[src/rtl/mips_pkg.sv]
// Shared opcode constants, controller state encoding and access-size helper
// for the MEM-stage memory access unit.
package mips_pkg;

    localparam logic [5:0] OP_LB  = 6'h20;
    localparam logic [5:0] OP_LH  = 6'h21;
    localparam logic [5:0] OP_LWL = 6'h22;
    localparam logic [5:0] OP_LW  = 6'h23;
    localparam logic [5:0] OP_LBU = 6'h24;
    localparam logic [5:0] OP_LHU = 6'h25;
    localparam logic [5:0] OP_LWR = 6'h26;
    localparam logic [5:0] OP_SB  = 6'h28;
    localparam logic [5:0] OP_SH  = 6'h29;
    localparam logic [5:0] OP_SW  = 6'h2B;

    typedef enum logic [1:0] {
        ST_IDLE,
        ST_ACCESS,
        ST_DONE
    } state_e;

    typedef enum logic [1:0] {
        SZ_BYTE,
        SZ_HALF,
        SZ_WORD,
        SZ_UNALIGNED
    } size_e;

    // LWL/LWR are the only word accesses allowed at any byte offset.
    function automatic size_e access_size(input logic [5:0] op, input logic is_store);
        size_e sz;
        sz = SZ_WORD;
        if (is_store) begin
            case (op)
                OP_SB:   sz = SZ_BYTE;
                OP_SH:   sz = SZ_HALF;
                OP_SW:   sz = SZ_WORD;
                default: sz = SZ_WORD;
            endcase
        end else begin
            case (op)
                OP_LB, OP_LBU:   sz = SZ_BYTE;
                OP_LH, OP_LHU:   sz = SZ_HALF;
                OP_LWL, OP_LWR:  sz = SZ_UNALIGNED;
                OP_LW:           sz = SZ_WORD;
                default:         sz = SZ_WORD;
            endcase
        end
        return sz;
    endfunction

endpackage

[src/rtl/load_extend.sv]
// Selects the addressed byte/halfword lane of a little-endian read word and
// extends it, or merges the word into rt for LWL/LWR.
module load_extend
    import mips_pkg::*;
(
    input  logic [5:0]  op,
    input  logic [1:0]  offset,
    input  logic [31:0] word,
    input  logic [31:0] rt,
    output logic [31:0] result
);

    logic [5:0]  sh_right;
    logic [5:0]  sh_left;
    logic [7:0]  byte_sel;
    logic [15:0] half_sel;

    always_comb begin
        sh_right = {1'b0, offset, 3'b000};
        sh_left  = 6'd24 - sh_right;
        byte_sel = 8'(word >> sh_right);
        half_sel = offset[1] ? word[31:16] : word[15:0];
        case (op)
            OP_LB:   result = {{24{byte_sel[7]}}, byte_sel};
            OP_LBU:  result = {24'h000000, byte_sel};
            OP_LH:   result = {{16{half_sel[15]}}, half_sel};
            OP_LHU:  result = {16'h0000, half_sel};
            // rt keeps the low bytes the shifted word does not cover
            OP_LWL:  result = (word << sh_left) | (rt & ~(32'hFFFF_FFFF << sh_left));
            OP_LWR:  result = (word >> sh_right) | (rt & ~(32'hFFFF_FFFF >> sh_right));
            default: result = word;
        endcase
    end

endmodule

[src/rtl/memory_access_unit.sv]
// MEM-stage controller: issues one load/store on a waitrequest bus while
// stalling the pipeline, then returns the extended load result.
//
// state     | meaning
// ST_IDLE   | waiting for an aligned load/store request
// ST_ACCESS | strobe on the bus until waitrequest drops
// ST_DONE   | result valid, stall released for one cycle
module memory_access_unit
    import mips_pkg::*;
#(
    parameter int ADDR_W = 32
) (
    input  logic              clk,
    input  logic              reset,
    input  logic              memory_to_register_memory,
    input  logic              memory_write_memory,
    input  logic [5:0]        op_memory,
    input  logic [31:0]       ALU_output_memory,
    input  logic [31:0]       write_data_memory,
    output logic [ADDR_W-1:0] data_address,
    output logic              data_read,
    output logic              data_write,
    output logic [3:0]        data_byteenable,
    output logic [31:0]       data_writedata,
    input  logic              data_waitrequest,
    input  logic [31:0]       data_readdata,
    output logic [31:0]       read_data_memory,
    output logic              stall_memory,
    output logic              address_error_memory
);

    state_e            state_q, state_d;
    logic              is_store_q, is_store_d;
    logic [5:0]        op_q, op_d;
    logic [1:0]        offset_q, offset_d;
    logic [31:0]       rt_q, rt_d;
    logic [ADDR_W-1:0] addr_q, addr_d;
    logic [3:0]        be_q, be_d;
    logic [31:0]       wdata_q, wdata_d;
    logic [31:0]       rdata_q, rdata_d;

    logic              req_store;
    logic              req_any;
    size_e             req_size;
    logic              misaligned;
    logic [3:0]        req_be;
    logic [31:0]       req_wdata;
    logic [31:0]       ext_result;
    logic              stall;
    logic              addr_err;

    load_extend u_load_extend (
        .op     (op_q),
        .offset (offset_q),
        .word   (data_readdata),
        .rt     (rt_q),
        .result (ext_result)
    );

    always_comb begin
        req_store  = memory_write_memory;
        req_any    = memory_to_register_memory | memory_write_memory;
        req_size   = access_size(op_memory, req_store);
        misaligned = ((req_size == SZ_HALF) && ALU_output_memory[0]) ||
                     ((req_size == SZ_WORD) && (ALU_output_memory[1:0] != 2'b00));
        req_be     = 4'b1111;
        req_wdata  = write_data_memory;
        if (req_store) begin
            case (req_size)
                SZ_BYTE: begin
                    req_be    = 4'b0001 << ALU_output_memory[1:0];
                    req_wdata = {4{write_data_memory[7:0]}};
                end
                SZ_HALF: begin
                    req_be    = ALU_output_memory[1] ? 4'b1100 : 4'b0011;
                    req_wdata = {2{write_data_memory[15:0]}};
                end
                default: begin
                    req_be    = 4'b1111;
                    req_wdata = write_data_memory;
                end
            endcase
        end
    end

    always_comb begin
        state_d    = state_q;
        is_store_d = is_store_q;
        op_d       = op_q;
        offset_d   = offset_q;
        rt_d       = rt_q;
        addr_d     = addr_q;
        be_d       = be_q;
        wdata_d    = wdata_q;
        rdata_d    = rdata_q;
        stall      = 1'b0;
        addr_err   = 1'b0;
        case (state_q)
            ST_IDLE: begin
                if (req_any) begin
                    if (misaligned) begin
                        addr_err = 1'b1;
                    end else begin
                        stall      = 1'b1;
                        state_d    = ST_ACCESS;
                        is_store_d = req_store;
                        op_d       = op_memory;
                        offset_d   = ALU_output_memory[1:0];
                        rt_d       = write_data_memory;
                        addr_d     = {ALU_output_memory[ADDR_W-1:2], 2'b00};
                        be_d       = req_be;
                        wdata_d    = req_wdata;
                    end
                end
            end
            ST_ACCESS: begin
                stall = 1'b1;
                if (!data_waitrequest) begin
                    state_d = ST_DONE;
                    if (!is_store_q) begin
                        rdata_d = ext_result;
                    end
                end
            end
            ST_DONE: begin
                state_d = ST_IDLE;
            end
            default: begin
                state_d = ST_IDLE;
            end
        endcase
    end

    always_ff @(posedge clk) begin
        if (reset) begin
            state_q    <= ST_IDLE;
            is_store_q <= 1'b0;
            op_q       <= 6'h00;
            offset_q   <= 2'b00;
            rt_q       <= 32'h0;
            addr_q     <= '0;
            be_q       <= 4'b0000;
            wdata_q    <= 32'h0;
            rdata_q    <= 32'h0;
        end else begin
            state_q    <= state_d;
            is_store_q <= is_store_d;
            op_q       <= op_d;
            offset_q   <= offset_d;
            rt_q       <= rt_d;
            addr_q     <= addr_d;
            be_q       <= be_d;
            wdata_q    <= wdata_d;
            rdata_q    <= rdata_d;
        end
    end

    // Combinational pulses are masked while reset is held so the pipeline
    // sees a quiet unit from the reset edge onward.
    assign stall_memory         = stall & ~reset;
    assign address_error_memory = addr_err & ~reset;
    assign data_read            = (state_q == ST_ACCESS) && !is_store_q;
    assign data_write           = (state_q == ST_ACCESS) && is_store_q;
    assign data_address         = addr_q;
    assign data_byteenable      = be_q;
    assign data_writedata       = wdata_q;
    assign read_data_memory     = rdata_q;

endmodule

[config.mk]
export PLATFORM = sky130hd
export DESIGN_NAME = memory_access_unit
export DESIGN_NICKNAME = d
export VERILOG_FILES = /design/src/rtl/mips_pkg.sv /design/src/rtl/load_extend.sv /design/src/rtl/memory_access_unit.sv
export SDC_FILE = /design/constraint.sdc
export NUM_CORES = 1
export LEC_CHECK = 0
export CAP_MARGIN = 15
export CORE_MARGIN = 1.5
export CORE_UTILIZATION = 30
export CTS_CLUSTER_SIZE = 24
export DETAILED_ROUTE_END_ITERATION = 7
export DONT_BUFFER_PORTS = 1
export GPL_TIMING_DRIVEN = 0
export SLEW_MARGIN = 20
export SYNTH_ARGS = -nofsm -noshare
export SYNTH_HDL_FRONTEND = slang
export SYNTH_SLANG_ARGS = --single-unit
[constraint.sdc]
create_clock -name clk -period 3.6 [get_ports clk]
set_clock_uncertainty 0.1 [all_clocks]
set_input_delay 0.36 -clock clk [delete_from_list [all_inputs] [get_ports clk]]
set_output_delay 0.36 -clock clk [all_outputs]
set_load 0.01 [all_outputs]
======== Word level (Yosys, flattened, before mapping) ========
Cells that the tools add are included.
operators by class
  mux-type cells .......................... 20
  equality and inequality tests ........... 20
  shift-type cells ........................ 5
  bitwise operators ....................... 13
  add/sub/neg operators ................... 1
  reduce and logical (&&, ||, !) cells .... 15
operators with widths
  cell                                                 count
  one-hot mux 32 bit (6 select lines)                  1
  == test 6 bit (second input constant)                14
  bitwise AND 32 bit                                   2
  inverter 32 bit                                      2
  OR 32 bit                                            2
  one-hot mux 32 bit (2 select lines)                  1
  two-way mux 32 bit                                   1
  left shift 32 x 6 -> 32 bit                          1
  left shift 32 x 6 -> 32 bit (first input constant)   1
  right shift 32 x 5 -> 32 bit                         1
  right shift 32 x 5 -> 32 bit (first input constant)  1
  two-way mux 16 bit                                   1
  AND reduction 3 bit                                  3
  two-way mux 2 bit                                    4
  two-way mux 4 bit                                    2
  one-hot mux 2 bit (2 select lines)                   2
  one-hot mux 4 bit (2 select lines)                   1
  inequality test 2 bit (second input constant)        3
  one-hot mux 2 bit (3 select lines)                   1
  OR reduction 2 bit                                   3
  subtractor 5 x 5 -> 6 bit (first input constant)     1
  two-way mux 1 bit                                    5
  == test 2 x 1 -> 1 bit (second input constant)       2
  logical AND 1 bit                                    4
  other kinds (10)                                     15
word-level totals
  register bits ........................... 141
  bits of input ports ..................... 107
  word-level logic and storage cells ...... 83

======== Logic depth before layout (Yosys ltp) ========
Gate-level depths: netlist of the first run.
  word-level depth ........................ 11
  depth in mapped cells ................... 9
  gate-level depth less buffers ........... 5

======== Modules after synthesis ========
A second synthesis of the first run with hierarchy kept.
second synthesis, totals
  cells, all modules ...................... 926
  area, all modules ....................... 8255.4 µm²
by module, submodules not included
  module              area each (µm²)  instances  cells an instance  sequential area each (µm²)
  memory_access_unit  6248.5           1          676                2662.6
  load_extend         2006.9           1          250                0.0

======== Least setup slack after synthesis of the first run ========
No wires, ideal clock.
  path type ............................... register to register
  start point ............................. register op_q[3]
  end point ............................... register rdata_q[0], in the netlist read_data_memory[0]
  buffers on the path ..................... 2
  path slack .............................. 1.618 ns
  arrival time ............................ 1.760 ns
  stages on the path, launching flop included .. 8
  period minus slack after synthesis ...... 1.982 ns
  required time ........................... 3.378 ns
  cell sequence ........................... dfxtp_1 -> or3b_4 -> a21o_1 -> buf_6 -> a31o_1 -> and2_1 -> buf_6 -> a221o_1
on the way
  word-level cells in the longest chain between the ends .. 2
  elaborated cells between the ends (all ways) .. 7
RTL lines
  element                                  RTL line                   text
  from (decl)                              memory_access_unit.sv:34   logic [5:0] op_q, op_d;
  from (signal assigned)                   memory_access_unit.sv:148  op_q <= op_d;
  == test 6 bit                            load_extend.sv:23          case (op)
  one-hot mux 32 bit (6 select lines) (*)  load_extend.sv:23
  to (signal assigned)                     memory_access_unit.sv:154  rdata_q <= rdata_d;
  to (decl)                                memory_access_unit.sv:40   logic [31:0] rdata_q, rdata_d;
Every way passes the cells marked *; elsewhere a longest branch is shown, timed or not.
A chain may end at the register's enable or synchronous reset.

======== Worst setup path after layout of the first run ========
  start point ............................. register op_q[5]
  end point ............................... register rdata_q[30], in the netlist read_data_memory[30]
Same word-level chain as after synthesis.

==> summary.md, run 1 <==
| Metric | Value |
|---|---|
| Status | `complete, no violations` |
| Sequential area share after synthesis | `38.2%` |
| Fin Hold WS | `0.00777 ns` |
| Die H | `155 µm` |
| Reg2Reg Setup Slack | `0.76 ns` |
| Critical path's most frequent cell | `o21ai_0` |
| Slew @ Worst Pin | `0.826 ns` |
| Initial Util | `30.7%` |
| Clock buffer depth | `2` |
| Lkg Pwr | `2.96 nW` |
| Pin count of the biggest net entering global routing | `17` |
| RSZ-0062 raised after global routing | `no` |
| First-pass DRT Iterations | `6` |
| GPL Wtd Cong | `0.939` |
| Worst vdd ir | `0.000366 V` |
| Vias in the first global route | `6621` |
| Post-DP HPWL | `20900 µm` |
| EDFF count, synth | `0` |
| Max Slew Vio Count | `0` |
| Worst EP arrival | `3.04 ns` |
| WHS Endpoint | `data_byteenable[3]` |
| Slowest-stage cell, CP | `a21oi_1` |
| Worst Path Max Fanout | `10` |
| DRC viols | `0` |
| Power Density | `437 mW/mm²` |
| Ys async rst share | `0%` |
| Post-place setup slack | `0.865 ns` |
| WL/cell | `22.6 µm` |
| Worst-Skew Late Latency | `0.44 ns` |
| Final setup vio count | `0` |
| Gr usage total | `23.0%` |
| Detail Route Antenna Nets | `0` |
| Num ports | `211` |
| CP Launch Type | `flip-flop` |
| Clk sinks | `133` |
| Cell taking the most area after synthesis | `dfxtp_1` |
| Layout area overhead | `23.9%` |
| Mean cell area of the mapped netlist | `8.21 µm²` |
| CTS Buf Count | `17` |
| Fin crit period | `2.84 ns` |
| Fmax | `352 MHz` |
| Root Driver | `clkbuf_16` |
| First-iteration detailed-routing DRC count | `560` |
| Cell variety after synth | `58` |
| Crit-path max cell delay | `0.54 ns` |
| Area fraction of the dominant cell type after synthesis | `38.2%` |
| Worst setup EP type | `flip-flop` |
| Share of layout cells above drive strength 1 | `11.5%` |
| Post-route clock period utilization | `78.9%` |
| # fillers | `2326` |
| Final hold violations | `0` |
| Initial antenna violation count | `1` |
| Chip width | `155 µm` |
| H-tree levels | `4` |
| Crit-path leading delay family | `compound AO/OA/AOI/OAI gates` |
| Via count | `6868` |
| Maxcap violations | `0` |
| Crit path required time | `3.80 ns` |
| Most frequent cells in the layout | `nand2_1 (196), dfxtp_1 (133), a21oi_1 (100), dlygate4sd3_1 (76), o21ai_0 (61)` |
| GRT overflow | `0` |
| R2R Path End | `read_data_memory[30]` |
| First-pass GRT wire length | `41200 µm` |
| Avg Vias per Cell | `5.52` |
| Core area | `0.0227 mm²` |
| DRT Wirelength | `28200 µm` |
| Worst hold start | `ALU_output_memory[1]` |
| Die area | `0.0242 mm²` |
| TNS Setup | `0 ns` |
| # port buffers | `0` |
| Cell count of the worst reg-to-reg path | `6` |
| Rel. slew slack | `45.0%` |
| CTS tree | `yes` |
| Nets | `1053` |
| Warnings, synthesis | `0` |
| CP Buf/Inv Count | `1` |
| Row cnt | `55` |
| Flops & latches, synth | `133` |
| Clk slew on worst S/H paths | `0.07 ns` |
| Hold Path Cell Cnt | `2` |
| FF-to-FF Start | `op_q[5]` |
| Synth area leaders | `dfxtp_1 (38%), nand2_1 (11%), a21oi_1 (7.2%)` |
| Setup WS post-layout | `0.759 ns` |
| Post-Synthesis Cells | `850` |
| Worst hold path type | `input pin to flip-flop` |
| Synth Flop Type | `dfxtp_1` |
| Setup CP Type | `flip-flop to flip-flop` |
| Mapped Area | `0.00698 mm²` |
| Leading cell type in the layout, fill and taps excluded | `nand2_1` |
| Crit-path cells | `or3b_4, a21oi_1, clkbuf_1, o21ai_0, a211oi_1, o21ai_0` |
## worst max-delay path by stage
stage | slack (ns) | cells after the start | endpoint | startpoint
global placement | 0.88 | 6 | read_data_memory[30] | op_q[5]
CTS | 0.83 | 6 | read_data_memory[30] | op_q[5]
floorplan | 1.62 | 7 | read_data_memory[0] | op_q[3]
detailed placement | 0.86 | 6 | read_data_memory[30] | op_q[5]
finish | 0.76 | 6 | read_data_memory[30] | op_q[5]
global route | 0.60 | 6 | read_data_memory[30] | op_q[5]
## kinds of logic (layout without fill, tap and decap cells)
family | after synthesis | count (layout) | share of synthesized area, %
AOI/OAI and AO/OA | 260 | 260 | 24.0
buffers and inverters | 90 | 198 | 7.01
other | 1 | 3 | 0.0538
muxes | 72 | 72 | 13.1
and+or+nand+nor | 294 | 294 | 17.6
DFF | 133 | 133 | 38.2
## layer usage
metal / up-vias / GRT usage (%) / wire (µm)
met5: - / 0 / 0
met4: 0 / 8.57 / 879
met3: 61 / 11.8 / 3980
met2: 431 / 35.9 / 12200
met1: 3142 / 26.8 / 11100
li1: 3234 / - / -
## registers in the layout, summed over array words and instances (netlist names)
name / flops
is_store_q: 1
data_address: 30
offset_q: 2
op_q: 6
rt_q: 32
read_data_memory: 32
data_byteenable: 4
state_q: 2
data_writedata: 24
## layout make-up
cell class | count | area [µm²] | share of cell area [%]
clock inverter | 12 | 96.3 | 1.11
antenna | 1 | 2.50 | 0.0290
clock buffer | 20 | 447 | 5.17
tap | 285 | 357 | 4.13
sequential | 133 | 2660 | 30.8
multi-input combinational | 628 | 3830 | 44.3
inverter | 5 | 18.8 | 0.217
timing repair buffer | 76 | 761 | 8.80
buffer | 85 | 470 | 5.44
## stage by stage
stage | cell area (µm²) | total power [W] | std cells | util [%]
2_1_floorplan | 6980 | 0.00196 | 851 | -
3_3_place_gp | 7340 | 0.00208 | 1136 | 32.3
3_5_place_dp | 7340 | 0.00208 | 1136 | 32.3
4_1_cts | 8640 | 0.00378 | 1244 | 38.0
5_1_grt | 8640 | 0.00391 | 1245 | 38.1
6_report | 8640 | 0.00377 | 1245 | 38.1
## worst register-to-register path: stages, from the launching register on
cell	delay [ns]
dfxtp_1	0.36
or3b_4	0.44
a21oi_1	0.54
clkbuf_1	0.47
o21ai_0	0.27
a211oi_1	0.38
o21ai_0	0.15
## synth_stat cells (3+ instances only)
| cell | count |
|---|---|
| o21ai_1 | 4 |
| mux2_2 | 15 |
| nand2b_1 | 3 |
| nor2_1 | 46 |
| inv_1 | 5 |
| nor2b_1 | 3 |
| or3_1 | 9 |
| a222oi_1 | 7 |
| a2111oi_0 | 4 |
| mux4_2 | 14 |
| a21o_1 | 9 |
| buf_1 | 4 |
| nor3_1 | 21 |
| buf_6 | 8 |
| o211ai_1 | 16 |
| dfxtp_1 | 133 |
| a311oi_1 | 4 |
| a211oi_1 | 15 |
| buf_2 | 12 |
| a2111oi_2 | 3 |
| a221o_1 | 8 |
| o21ai_0 | 61 |
| nand2_1 | 196 |
| buf_4 | 16 |
| a221oi_1 | 8 |
| mux2i_1 | 43 |
| clkbuf_1 | 42 |
| a21oi_1 | 100 |
| a22o_1 | 7 |
## power by group
group	switching (W)	total (W)	internal (W)
sequential	0.0000828	0.00162	0.00154
combinational	0.000287	0.000512	0.000225
clock	0.000732	0.00164	0.000908
total	0.00110	0.00377	0.00267
## what timing repair did
item                                   in CTS  in global routing
hold buffers                               76                  0
gates resized for setup                     0                  0
endpoints found under the hold margin      77                  0
buffers inserted                            0                  0
Power figures use the tool's default switching activity.
==> run 2: changes to the inputs <==
clock period = 2.4 ns   (was 3.6 ns; I/O delays follow)
==> run 2 against run 1 <==
The run now ends with hold timing left. Setup slack worse by 0.73 ns. Flip-flop and latch count did not move. Final cell count is 1.8% higher. Routed wire length rose by 1.6%. Fmax rose by 20%. Non-clock buffer count rose by 21. Sequential power increased by 51%. Total power increased by 52%. Count of clock-buffer cells in the layout is the same. Hold slack got worse by 0.011 ns. Die area unchanged. Critical endpoint is now read_data_memory[3]. Largest power group unchanged.
==> summary.md, run 2 (synthesis results as in run 1) <==
| Metric | Value |
|---|---|
| Num ports | `211` |
| Chip width | `155 µm` |
| Die H | `155 µm` |
| Share of layout cells above drive strength 1 | `12.3%` |
| CTS Buf Count | `17` |
| Worst-Skew Late Latency | `0.44 ns` |
| Clk sinks | `133` |
| First-iteration detailed-routing DRC count | `573` |
| Root Driver | `clkbuf_16` |
| M2 GR Usage | `36.7%` |
| Status | `finished with violations` |
| Die area | `0.0242 mm²` |
| Detail Route Antenna Nets | `0` |
| Core area | `0.0227 mm²` |
| Fin crit period | `2.37 ns` |
| Setup CP Type | `flip-flop to flip-flop` |
| Power Density | `642 mW/mm²` |
| Postcts setup bufs | `0` |
| Max Slew Vio Count | `0` |
| Leading cell type in the layout, fill and taps excluded | `nand2_1` |
| Pin count of the biggest net entering global routing | `17` |
| Met1 usage | `28.1%` |
| H-tree levels | `4` |
| Final hold violations | `1` |
| Via count | `7062` |
| Most frequent cells in the layout | `nand2_1 (196), dfxtp_1 (133), a21oi_1 (98), dlygate4sd3_1 (98), o21ai_0 (61)` |
| Fmax | `421 MHz` |
| Crit path required time | `2.67 ns` |
| Post-place setup slack | `-0.335 ns` |
| Fin Hold WS | `-0.00324 ns` |
| Worst setup EP type | `flip-flop` |
| Post-route clock period utilization | `98.9%` |
| Initial Util | `30.7%` |
| Final setup vio count | `0` |
| Initial antenna violation count | `2` |
| Worst hold path type | `input pin to flip-flop` |
| GR peak layer | `met2` |
| DRT Wirelength | `28600 µm` |
| Post-DP HPWL | `20900 µm` |
| # port buffers | `0` |
| First-pass DRT Iterations | `5` |
| Clock buffer depth | `2` |
| Lkg Pwr | `3.08 nW` |
| GPL Wtd Cong | `0.939` |
| Clk slew on worst S/H paths | `0.06 ns` |
| Worst EP arrival | `2.65 ns` |
| First-pass GRT wire length | `42000 µm` |
| Maxcap violations | `0` |
| Failing checks | `hold timing` |
| Nets | `1074` |
| Met3 usage | `10.7%` |
| Worst Path Max Fanout | `9` |
| Row cnt | `55` |
| GRT overflow | `0` |
| Gr usage total | `23.3%` |
| Setup WS post-layout | `0.0272 ns` |
| Slew @ Worst Pin | `0.766 ns` |
| Vias in the first global route | `6763` |
| WL/cell | `22.6 µm` |
| Layout area overhead | `27.7%` |
| Total power | `0.00572 W` |
| Rel. slew slack | `49.0%` |
| CTS tree | `yes` |
| Avg Vias per Cell | `5.57` |
| Worst vdd ir | `0.000549 V` |
| DRC viols | `0` |
| CP Launch Type | `flip-flop` |
| RSZ-0062 raised after global routing | `yes` |
## run 2: cell types whose count changed in the layout (fill, tap and decap cells not counted), sizes merged
cell,change
dlygate4sd3,+22
diode,+1
clkbuf,-1
## run 2: repair_timing
| action | CTS | global route |
|---|---|---|
| hold buffers | 98 | 0 |
| pin swaps | 0 | 1 |
| setup endpoints to repair | 11 | 54 |
| resized for setup | 5 | 13 |
| hold endpoints to repair | 120 | 0 |
## run 2: path summary, 6_finish.rpt
check / start / endpoint / slack, ns / cells after the start
setup reg to reg: op_q[0] / read_data_memory[3] / 0.03 / 7
setup / recovery: op_q[0] / read_data_memory[3] / 0.03 / 7
hold / removal: data_readdata[26] / read_data_memory[26] / -0.003 / 3
hold reg to reg: rt_q[27] / rt_q[27] / 0.36 / 2
## run 2: power by group
part / switching, W / internal, W / total (W)
sequential: 0.000125 / 0.00231 / 0.00244
clock: 0.00111 / 0.00136 / 0.00247
combinational: 0.000454 / 0.000365 / 0.000819
## run 2: critical path, stage by stage, from the launching register on
cell	delay, ns
dfxtp_1	0.31
buf_6	0.13
or4b_4	0.53
buf_6	0.16
a211oi_4	0.52
a222oi_1	0.28
nor2_1	0.16
a221o_1	0.12
## run 2: cell type report
type / instances / area [µm²]
fillers: 2306 / 13800
multi-input cells: 628 / 3870
flip-flops and latches: 133 / 2660
repair buffers: 98 / 981
plain buffers: 84 / 473
clock buffers: 20 / 447
well taps: 285 / 357
clock inverters: 12 / 96.3
inverters: 5 / 18.8
diodes: 2 / 5.00
## run 2: layer usage
layer	wire length, µm	vias to the layer above
met3	3820	44
li1	-	3283
met5	0	-
met4	692	0
met1	11600	3270
met2	12500	465
## run 2: stage by stage
step	hold WS [ns]	cells	cell area (µm²)	utilization, %	TNS, ns
2_1_floorplan	0.217	851	6980	-	0
4_1_cts	0.000516	1266	8880	39.1	0
5_1_grt	0.0112	1267	8910	39.2	-0.109
3_3_place_gp	0.221	1136	7340	32.3	-1.38
6_report	-0.00324	1267	8910	39.2	0
3_5_place_dp	0.220	1136	7340	32.3	-1.40
